--- src/rtl/rx_frame_pkg.sv ---
// Shared types and constants for the receive-side frame controller.
package rx_frame_pkg;

  typedef enum logic [2:0] {
    IDLE,
    LEN,
    PAYLOAD,
    CHK,
    DRAIN,
    RESYNC
  } state_t;

  localparam logic [2:0] ERR_LEN  = 3'd0;
  localparam logic [2:0] ERR_CHK  = 3'd1;
  localparam logic [2:0] ERR_TMO  = 3'd2;
  localparam logic [2:0] ERR_LINE = 3'd3;
  localparam logic [2:0] ERR_OVR  = 3'd4;

  localparam logic [7:0] SOF_DEFAULT = 8'hA5;
  // Receiver substitutes this byte when a stop bit is missing.
  localparam logic [7:0] LINE_ERR_BYTE = 8'hFF;

endpackage

--- src/rtl/rx_frame_if.sv ---
// Receiver-side byte input, downstream payload stream and error report of rx_frame_ctrl.
interface rx_frame_if;
  logic [7:0] rx_word;
  logic       rx_ready;
  logic       rx_rst;
  logic [7:0] frm_data;
  logic       frm_valid;
  logic       frm_ready;
  logic       frm_last;
  logic [7:0] frm_len;
  logic       err_valid;
  logic [2:0] err_code;

  modport master (
    input  rx_word, rx_ready, frm_ready,
    output rx_rst, frm_data, frm_valid, frm_last, frm_len, err_valid, err_code
  );

  modport slave (
    output rx_word, rx_ready, frm_ready,
    input  rx_rst, frm_data, frm_valid, frm_last, frm_len, err_valid, err_code
  );
endinterface

--- src/rtl/rx_frame_buf.sv ---
// Payload buffer: one synchronous write port, one combinational read port.
module rx_frame_buf #(
  parameter int DEPTH = 16,
  parameter int AW    = 4
) (
  input  logic          clk,
  input  logic          we,
  input  logic [AW-1:0] waddr,
  input  logic [7:0]    wdata,
  input  logic [AW-1:0] raddr,
  output logic [7:0]    rdata
);

  logic [7:0] mem [DEPTH];

  // NOTE: storage has no reset; write/read indices restart per frame, so stale bytes are never read.
  always_ff @(posedge clk) begin
    if (we) mem[waddr] <= wdata;
  end

  assign rdata = mem[raddr];

endmodule

--- src/rtl/rx_frame_ctrl.sv ---
// Frame parser behind the serial byte receiver: SOF, LEN, payload, CHK; releases
// checked payloads over a valid/ready stream and resynchronises the receiver on errors.
module rx_frame_ctrl
  import rx_frame_pkg::*;
#(
  parameter logic [7:0] SOF     = SOF_DEFAULT,
  parameter int         MAX_LEN = 16,
  parameter int         TIMEOUT = 64
) (
  input  logic clk,
  input  logic rst,
  rx_frame_if.master bus
);

  localparam int AW = (MAX_LEN > 1) ? $clog2(MAX_LEN) : 1;
  localparam int TW = $clog2(TIMEOUT + 1);

  state_t         state_q, state_d;
  logic           ready_q;
  logic [7:0]     chk_q, len_q, frm_len_q;
  logic [AW-1:0]  idx_q, rd_q;
  logic [TW-1:0]  tmo_q;
  logic           err_valid_q;
  logic [2:0]     err_code_q;
  logic           err_set;
  logic [2:0]     err_d;
  logic [7:0]     rx, rd_data;
  logic           stb, line_err, len_bad, in_frame, tmo_hit;
  logic           last_wr, last_rd, xfer, wr_en;

  assign rx       = bus.rx_word;
  assign stb      = bus.rx_ready & ~ready_q;
  assign line_err = (rx == LINE_ERR_BYTE);
  assign len_bad  = (rx == 8'd0) || (rx > 8'(MAX_LEN));
  assign in_frame = (state_q == LEN) || (state_q == PAYLOAD) || (state_q == CHK);
  // A strobe on the expiry cycle takes priority over the timeout.
  assign tmo_hit  = in_frame && !stb && (tmo_q == TW'(TIMEOUT - 1));
  assign last_wr  = (8'(idx_q) == len_q - 8'd1);
  assign last_rd  = (8'(rd_q) == len_q - 8'd1);
  assign xfer     = (state_q == DRAIN) && bus.frm_ready;
  assign wr_en    = (state_q == PAYLOAD) && stb && !line_err;

  rx_frame_buf #(.DEPTH(MAX_LEN), .AW(AW)) u_buf (
    .clk   (clk),
    .we    (wr_en),
    .waddr (idx_q),
    .wdata (rx),
    .raddr (rd_q),
    .rdata (rd_data)
  );

  // NOTE: sequential state uses non-blocking assignments so every register samples pre-edge values.
  always_ff @(posedge clk) begin
    if (rst) state_q <= IDLE;
    else     state_q <= state_d;
  end

  // NOTE: every output of this block gets a default first, so no path can infer a latch.
  always_comb begin
    state_d = state_q;
    err_set = 1'b0;
    err_d   = ERR_LEN;
    case (state_q)
      IDLE: if (stb && rx == SOF) state_d = LEN;
      LEN: begin
        if (stb) begin
          if (line_err)     begin state_d = RESYNC; err_set = 1'b1; err_d = ERR_LINE; end
          else if (len_bad) begin state_d = RESYNC; err_set = 1'b1; err_d = ERR_LEN;  end
          else                    state_d = PAYLOAD;
        end else if (tmo_hit) begin
          state_d = RESYNC; err_set = 1'b1; err_d = ERR_TMO;
        end
      end
      PAYLOAD: begin
        if (stb) begin
          if (line_err)     begin state_d = RESYNC; err_set = 1'b1; err_d = ERR_LINE; end
          else if (last_wr)       state_d = CHK;
        end else if (tmo_hit) begin
          state_d = RESYNC; err_set = 1'b1; err_d = ERR_TMO;
        end
      end
      CHK: begin
        if (stb) begin
          if (rx == chk_q) state_d = DRAIN;
          else begin state_d = RESYNC; err_set = 1'b1; err_d = ERR_CHK; end
        end else if (tmo_hit) begin
          state_d = RESYNC; err_set = 1'b1; err_d = ERR_TMO;
        end
      end
      DRAIN: begin
        if (xfer && last_rd) state_d = IDLE;
        if (stb) begin err_set = 1'b1; err_d = ERR_OVR; end
      end
      RESYNC:  state_d = IDLE;
      default: state_d = IDLE;
    endcase
  end

  always_ff @(posedge clk) begin
    if (rst) begin
      ready_q     <= 1'b1;
      chk_q       <= '0;
      len_q       <= '0;
      frm_len_q   <= '0;
      idx_q       <= '0;
      rd_q        <= '0;
      tmo_q       <= '0;
      err_valid_q <= 1'b0;
      err_code_q  <= '0;
    end else begin
      ready_q     <= bus.rx_ready;
      err_valid_q <= err_set;
      if (err_set) err_code_q <= err_d;
      if (stb || !in_frame || state_d != state_q) tmo_q <= '0;
      else                                        tmo_q <= tmo_q + TW'(1);
      case (state_q)
        LEN: if (stb && !line_err && !len_bad) begin
          len_q <= rx;
          chk_q <= rx;
          idx_q <= '0;
        end
        PAYLOAD: if (stb && !line_err) begin
          chk_q <= chk_q ^ rx;
          idx_q <= idx_q + AW'(1);
        end
        CHK: if (stb && rx == chk_q) begin
          frm_len_q <= len_q;
          rd_q      <= '0;
        end
        DRAIN: if (xfer) rd_q <= rd_q + AW'(1);
        default: ;
      endcase
    end
  end

  logic       frm_valid_c, frm_last_c, rx_rst_c;
  logic [7:0] frm_data_c;

  always_comb begin
    frm_valid_c = (state_q == DRAIN);
    frm_last_c  = (state_q == DRAIN) && last_rd;
    frm_data_c  = (state_q == DRAIN) ? rd_data : 8'd0;
    rx_rst_c    = (state_q == RESYNC);
  end

  assign bus.frm_valid = frm_valid_c;
  assign bus.frm_last  = frm_last_c;
  assign bus.frm_data  = frm_data_c;
  assign bus.frm_len   = frm_len_q;
  assign bus.rx_rst    = rx_rst_c;
  assign bus.err_valid = err_valid_q;
  assign bus.err_code  = err_code_q;

endmodule

--- src/flat_wrapper.sv ---
// flat-port wrapper written by rule: the top's interface ports become plain ports
module rx_frame_ctrl_flat import rx_frame_pkg::*;
#(
  parameter logic [7:0] SOF     = SOF_DEFAULT,
  parameter int         MAX_LEN = 16,
  parameter int         TIMEOUT = 64
)
  (clk, rst, bus_rx_word, bus_rx_ready, bus_frm_ready, bus_rx_rst, bus_frm_data, bus_frm_valid, bus_frm_last, bus_frm_len, bus_err_valid, bus_err_code);
  rx_frame_if bus_i ();
  input  logic clk;
  input  logic rst;
  input wire logic [$bits(bus_i.rx_word)-1:0] bus_rx_word;
  input wire logic [$bits(bus_i.rx_ready)-1:0] bus_rx_ready;
  input wire logic [$bits(bus_i.frm_ready)-1:0] bus_frm_ready;
  output wire logic [$bits(bus_i.rx_rst)-1:0] bus_rx_rst;
  output wire logic [$bits(bus_i.frm_data)-1:0] bus_frm_data;
  output wire logic [$bits(bus_i.frm_valid)-1:0] bus_frm_valid;
  output wire logic [$bits(bus_i.frm_last)-1:0] bus_frm_last;
  output wire logic [$bits(bus_i.frm_len)-1:0] bus_frm_len;
  output wire logic [$bits(bus_i.err_valid)-1:0] bus_err_valid;
  output wire logic [$bits(bus_i.err_code)-1:0] bus_err_code;
  assign bus_i.rx_word = bus_rx_word;
  assign bus_i.rx_ready = bus_rx_ready;
  assign bus_i.frm_ready = bus_frm_ready;
  assign bus_rx_rst = bus_i.rx_rst;
  assign bus_frm_data = bus_i.frm_data;
  assign bus_frm_valid = bus_i.frm_valid;
  assign bus_frm_last = bus_i.frm_last;
  assign bus_frm_len = bus_i.frm_len;
  assign bus_err_valid = bus_i.err_valid;
  assign bus_err_code = bus_i.err_code;
  rx_frame_ctrl #(.SOF(SOF), .MAX_LEN(MAX_LEN), .TIMEOUT(TIMEOUT)) u_core (.clk(clk), .rst(rst), .bus(bus_i));
endmodule
--- config.mk ---
export PLATFORM = sky130hd
export DESIGN_NAME = rx_frame_ctrl_flat
export DESIGN_NICKNAME = d
export VERILOG_FILES = /design/src/rtl/rx_frame_pkg.sv /design/src/rtl/rx_frame_if.sv /design/src/rtl/rx_frame_buf.sv /design/src/rtl/rx_frame_ctrl.sv /design/src/flat_wrapper.sv
export SDC_FILE = /design/constraint.sdc
export NUM_CORES = 1
export LEC_CHECK = 0
export ABC_CLOCK_PERIOD_IN_PS = 3450
export BUFFER_PORTS_ARGS = -buffer_cell sky130_fd_sc_hd__buf_2
export CAP_MARGIN = 30
export CORE_UTILIZATION = 41
export CTS_BUF_LIST = sky130_fd_sc_hd__clkbuf_2 sky130_fd_sc_hd__clkbuf_4 sky130_fd_sc_hd__clkbuf_8
export CTS_CLUSTER_SIZE = 12
export DETAILED_ROUTE_END_ITERATION = 10
export GPL_TIMING_DRIVEN = 0
export PLACE_DENSITY = 0.59
export SYNTH_ARGS = -nofsm -noshare
export SYNTH_HDL_FRONTEND = slang
export SYNTH_SLANG_ARGS = --single-unit
--- constraint.sdc ---
create_clock -name clk -period 3.45 [get_ports clk]
set_input_delay 0.345 -clock clk [delete_from_list [all_inputs] [get_ports clk]]
set_output_delay 0.345 -clock clk [all_outputs]
set_load 0.02 [all_outputs]
== Word-level counts from Yosys, hierarchy flattened ==
Memory sizes are Yosys's and may differ from the RTL's. A register that Yosys moved wholly into a read port is not among the register bits.
Cells that the tools add are included.

* RAM bits: 128
* Output and inout port bits: 23
* Word-level logic and storage cells: 108
* Memories kept: 1
* Flip-flop bits (word level): 47

{| class="wikitable"
|+ Memory list
! name !! depth !! bits a word !! rd ports !! clocked after memory_dff !! write ports !! line !! RTL
|-
| u_core.u_buf.mem || 16 || 8 || 1 || 1 || 1 || rx_frame_buf.sv:14 || <nowiki>logic [7:0] mem [DEPTH];</nowiki>
|}

* Bitwise gates (word level): 3
* $lt $le $gt $ge: 1
* Muxes and demuxes: 43
* Equal/unequal tests: 16
* Reduce and logical (&&, ||, !) cells: 30
* $add $sub $neg: 4

{| class="wikitable"
|+ Operator list
! cell !! count
|-
| 3-bit 2-to-1 mux || 12
|-
| 4-bit 2-to-1 mux || 6
|-
| 8-bit 2-to-1 mux || 3
|-
| 4-bit by 8-bit equality test with 1-bit output || 2
|-
| 8-bit equality test (second input constant) || 2
|-
| 4-bit case mux with 2 select lines || 2
|-
| 8-bit case mux with 2 select lines || 1
|-
| 3-bit case mux with 5 select lines || 1
|-
| 1-bit 2-to-1 mux || 13
|-
| 1-bit logical AND || 11
|-
| 3-bit case mux with 3 select lines || 1
|-
| 4-bit by 1-bit adder with 4-bit output (second input constant) || 2
|-
| 8-bit equality test || 1
|-
| 8-bit by 5-bit > comparator with 1-bit output (second input constant) || 1
|-
| 8-bit zero test || 1
|-
| 8-bit by 1-bit subtractor with 8-bit output (second input constant) || 1
|-
| 8-bit XOR || 1
|-
| 7-bit by 1-bit adder with 7-bit output (second input constant) || 1
|-
| 7-bit by 6-bit equality test with 1-bit output (second input constant) || 1
|-
| 3-bit by 2-bit equality test with 1-bit output (second input constant) || 2
|-
| 3-bit equality test (second input constant) || 2
|-
| 2-bit 2-to-1 mux || 3
|-
| 2-bit inequality test (second input constant) || 3
|-
| 3-bit AND reduction || 2
|-
| 12 further kinds || 22
|}

== Depth between registers and ports, before layout ==
* Depth in word-level cells: 11
* Mapped depth: 8
* Gate-level depth less buffers: 7

== Modules after synthesis ==
Synthesis repeated with hierarchy kept, for this count alone.

* Cell total of the unflattened synthesis: 511
* Area, all modules: 7528.5 um^2

{| class="wikitable"
|+ Modules (own cells, without submodules)
! module !! area each (um^2) !! seq. area each (um^2) !! cells each !! instances
|-
| rx_frame_buf || 4987.3 || 3843.7 || 221 || 1
|-
| rx_frame_ctrl || 2541.2 || 940.9 || 290 || 1
|}

== Worst setup path before layout ==
Ideal clock, no wire load.

* Path type: reg2reg
* Start: register u_core.state_q[1]
* End: memory u_core.u_buf.mem[2][0] (enable)
* Cell stages (with the launch flop): 7
* Path slack: 1.012 ns
* Data arrival time: 2.055 ns
* Clock period less this slack: 2.438 ns
* Buffers on the path: 2
* Library setup time: 0.383 ns
* Cell sequence: dfxtp_1 -> clkbuf_1 -> nor3b_1 -> o211a_1 -> buf_2 -> nand2_1 -> nor3_1

* Cells in the longest elaborated chain, start to end: 5

{| class="wikitable"
|+ RTL lines
! what !! line !! RTL
|-
| start, declared || rx_frame_ctrl.sv:18 || <nowiki>state_t state_q, state_d;</nowiki>
|-
| start signal, assigned || rx_frame_ctrl.sv:55 || <nowiki>else state_q <= state_d;</nowiki>
|-
| 3-bit by 2-bit equality test with 1-bit output || rx_frame_ctrl.sv:41 || <nowiki>assign wr_en = (state_q == PAYLOAD) && stb && !line_err;</nowiki>
|-
| 1-bit logical AND (2 in series) || rx_frame_ctrl.sv:41 ||
|-
| 1-bit 2-to-1 mux || rx_frame_buf.sv:18 || <nowiki>if (we) mem[waddr] <= wdata;</nowiki>
|-
| 1-bit 2-to-1 mux (implied by the code) || rx_frame_buf.sv:18 ||
|-
| end, declared || rx_frame_buf.sv:14 ||
|}

No other way between the ends.

== Worst setup path after layout ==
* Start: register u_core.len_q[0]
* End: output bus_frm_last

* Cells in the longest elaborated chain, start to end: 3

{| class="wikitable"
|+ RTL lines
! what !! line !! RTL
|-
| start, declared || rx_frame_ctrl.sv:20 || <nowiki>logic [7:0] chk_q, len_q, frm_len_q;</nowiki>
|-
| start signal, assigned || rx_frame_ctrl.sv:118 || <nowiki>len_q <= rx;</nowiki>
|-
| 8-bit by 1-bit subtractor with 8-bit output || rx_frame_ctrl.sv:39 || <nowiki>assign last_rd = (8'(rd_q) == len_q - 8'd1);</nowiki>
|-
| 4-bit by 8-bit equality test with 1-bit output || rx_frame_ctrl.sv:39 ||
|-
| 1-bit logical AND || rx_frame_ctrl.sv:141 || <nowiki>frm_last_c = (state_q == DRAIN) && last_rd;</nowiki>
|-
| end, declared || flat_wrapper.sv:18 || <nowiki>output wire logic [$bits(bus_i.frm_last)-1:0] bus_frm_last;</nowiki>
|}

No other way between the ends.

==> metrics.csv <==
stage,metric,value,unit
clock_tree,cts-root-buf,clkbuf_8,
synthesis,yosysWarnings,0,
floorplan,dieArea,19000,µm²
power_and_ir_drop,power.total,3720,µW
drt,first_iter_violations,331,
clock_tree,clock_latency,0.45,ns
timing,post-route-min-period,3.09,ns
synthesis,ys_seq_area_share,64.5,%
layout,final_cell_area,8400,µm²
setup_path,regToRegSetupSlack,0.36,ns
setup_path,crit_fanout,8,
timing,finalSetupViolations,0,
global_routing,grt_overflow_total,0,
setup_path,cp.arrival,2.75,ns
setup_path,crit_type,reg -> out,
clock_tree,path_clk_slew,0.09,ns
timing,holdWs,0.108,ns
global_routing,grt_util_met3,4.42,%
timing,max_freq,323,MHz
floorplan,io_pins,35,
synthesis,netlist_area,7550,µm²
floorplan,die_w,138,µm
worst_hold_path,hold_class,in -> reg,
global_routing,track_usage,18.9,%
power_and_ir_drop,pwr-share-seq,61.7,%
synthesis,syn-num-nets,536,
layout,syn_to_final_growth,11.3,%
synthesis,yosys-top-cells-area,"edfxtp_1 51%, dfxtp_1 14%, mux4_2 12%, xor2_1 2.3%, nor2_1 1.7%",
timing,maxSlewViolCount,0,
drt,routed_wl,16.5,mm
timing,hold_viol_final,0,
status,status,"finished, final reports clean",
layout,final_layout_size_suffix_gt1_share,22.8,%
global_routing,grt_antenna_before_repair,0,
place,portBuffers,34,
synthesis,synth-edff-count,128,
drt,ant_nets,0,
synthesis,synthCells,517,
flow_run,maxCapViolations,0,
timing,relSlewSlack,37.5,%
global_routing,met1_usage,24.5,%
layout,antenna_cells,0,
floorplan,die_y,138,µm
global_routing,grt_max_degree,24,
synthesis,avgSynthCellArea,14.6,µm²
setup_path,cp.required,3.11,ns
power_and_ir_drop,p_int,2900,µW
synthesis,synthArstFlopShare,0,%
power_and_ir_drop,leakage,0.00279,µW
clock_tree,cts_resized,0,
layout,layout.nets,590,
global_routing,grt_pass1_vias,4438,
clock_tree,clock_sinks,179,
place,dpl_cell_area,8030,µm²
place,hpwlAfterDp,10.8,mm
power_and_ir_drop,p_per_area,443,nW/µm²
power_and_ir_drop,p_switching,822,µW
drt,first_pass_iters,4,
synthesis,ys_ff_latch,179,
timing,worst_slew_pin_slew,0.932,ns
clock_tree,cts_tree,done,
drt,vias_per_cell,5.37,
power_and_ir_drop,vdd_drop_max,0.236,mV
synthesis,synth_cell_types,53,
setup_path,slowest_stage,dfxtp_1,
drt,drc,0,
place,gp_congestion,0.815,
drt,vias,4367,
setup_path,start_kind,flop,
synthesis,synth_top_area_share,50.9,%
setup_path,crit_chain,inv_1 -> ha_1 -> o21bai_1 -> a211o_1 -> a311oi_1 -> and4_1 -> buf_2,
drt,wire_per_inst,20.2,µm
clock_tree,cts_made_buffers,17,
synthesis,synth_ff_type,edfxtp_1,
timing,rsz0062_at_grt,false,
global_routing,grt.busiest_layer,met2,
power_and_ir_drop,swShare,22.1,%
power_and_ir_drop,p_clk_share,36.3,%
synthesis,synth_top_cell_by_area,edfxtp_1,
setup_path,end_kind,output pin,
global_routing,grtUsageMet2,31.3,%
global_routing,grt_pass1_wl,25.4,mm
power_and_ir_drop,power_frac_comb,1.9,%
timing,finClkSkew,0.0181,ns
clock_tree,clk_path_buf_depth,2,
floorplan,start_util,41.9,%
timing,finalCritPeriodShare,89.6,%
clock_tree,htree_levels,4,
floorplan,core.rowCount,49,
setup_path,cpPeakStageDelay,0.53,ns
floorplan,design.core.area,18000,µm²
[synthesized netlist by cell type (3+ instances only)]
cell,instances
a21oi_1,20
and2_1,11
and4_1,3
buf_2,12
clkbuf_1,15
dfxtp_1,51
edfxtp_1,128
ha_1,7
inv_1,13
mux2i_1,9
mux4_2,40
nand2_1,32
nand2b_1,4
nand3_1,17
nand4_1,5
nor2_1,35
nor2b_1,3
nor3_1,22
nor4_1,4
nor4_2,3
nor4b_1,3
o21ai_0,10
or2_2,4
xnor2_1,8
xor2_1,20
[metal layers]
layer  up-vias  share of wire [%]
li1       2068                  -
met4         0                1.1
met2        84                 50
met3         6                3.8
met1      2209                 45
met5         -                  0
[worst max-delay path: cells and delay by family, from the launching register on]
kind            cells  cell delay, ns
compound gates      3            0.87
flops               1            0.53
simple gates        1            0.34
buf+inv             2            0.28
fa+ha+maj           1            0.26
[through the flow]
step	cells	util, %	setup TNS (ns)	setup slack (ns)
global placement	780	44.4	-0.437	-0.0280
CTS	814	46.6	0	0.151
floorplan	517	-	0	1.01
global route	813	46.6	0	0.124
finish	813	46.6	0	0.359
detailed placement	782	44.5	0	0.366
[worst paths after layout]
| kind | from | to | cells after the start |
|---|---|---|---|
| max | u_core.len_q[0]$_SDFFE_PP0P_ | bus_frm_last | 7 |
| min | bus_rx_ready | u_core.ready_q$_SDFF_PP1_ | 2 |
| max reg2reg | u_core.state_q[1]$_SDFF_PP0_ | u_core.u_buf.mem[9][1]$_DFFE_PP_ | 6 |
| min reg2reg | u_core.tmo_q[0]$_SDFF_PP0_ | u_core.tmo_q[0]$_SDFF_PP0_ | 1 |
[registers in the layout, summed over array words and instances (netlist names), named ones only]
register and count:
u_core.idx_q 4, u_core.u_buf.mem 128, u_core.bus.err_valid 1, u_core.len_q 8
u_core.chk_q 8, u_core.tmo_q 7, u_core.rd_q 4, u_core.ready_q 1
u_core.state_q 3, u_core.bus.frm_len 8, u_core.bus.err_code 3
[cells in the final DEF, fill, tap and decap left out, drive strengths merged, types with 3 or more instances in the layout]
master | netlist | layout
edfxtp | 128 | 128
dfxtp | 51 | 51
buf | 15 | 51
mux4 | 40 | 40
nor2 | 35 | 35
nand2 | 32 | 32
clkbuf | 15 | 32
nor3 | 22 | 22
xor2 | 20 | 20
a21oi | 20 | 20
nand3 | 17 | 17
inv | 13 | 17
and2 | 11 | 11
o21ai | 11 | 11
mux2i | 9 | 9
xnor2 | 8 | 8
ha | 7 | 7
nor4 | 7 | 7
nand4 | 5 | 5
clkinvlp | 0 | 5
nand2b | 4 | 4
or2 | 4 | 4
clkinv | 0 | 4
nor2b | 3 | 3
nor4b | 3 | 3
and4 | 3 | 3
[what timing repair did]
item | CTS | global route
hold buffers | 0 | 0
setup buffers | 0 | 0
setup endpoints to repair | 0 | 1
[area by class of cell]
cell class              instances  area, µm²
plain buffers                  29        131
clock buffers                  18        241
clock inverters                14        130
fillers                      1621       9630
inverters                      13       48.8
multi-input cells             295       2510
flip-flops and latches        179       4860
well taps                     229        287
repair buffers                 36        185
[power by group through the flow]
stage / clock, µW / sequential, µW / combinational, µW
2_1_floorplan: 0 / 2350 / 25.3
3_3_place_gp: 0 / 2350 / 69.4
3_5_place_dp: 0 / 2350 / 72.1
4_1_cts: 1390 / 2300 / 72.7
5_1_grt: 1470 / 2300 / 79.5
6_report: 1350 / 2300 / 71.8
[logic make-up (layout without fill, tap and decap cells)]
family / Yosys count / after routing / share of synthesized area, %
DFF: 179 / 179 / 64.5
and+or+nand+nor: 155 / 155 / 10.5
AOI/OAI and AO/OA: 56 / 56 / 5.01
muxes: 49 / 49 / 13.1
buffers and inverters: 43 / 110 / 2.44
xor gates and xnor gates: 28 / 28 / 3.25
adders and majority gates: 7 / 7 / 1.16
Note: power is estimated with default switching activity, not from simulation.
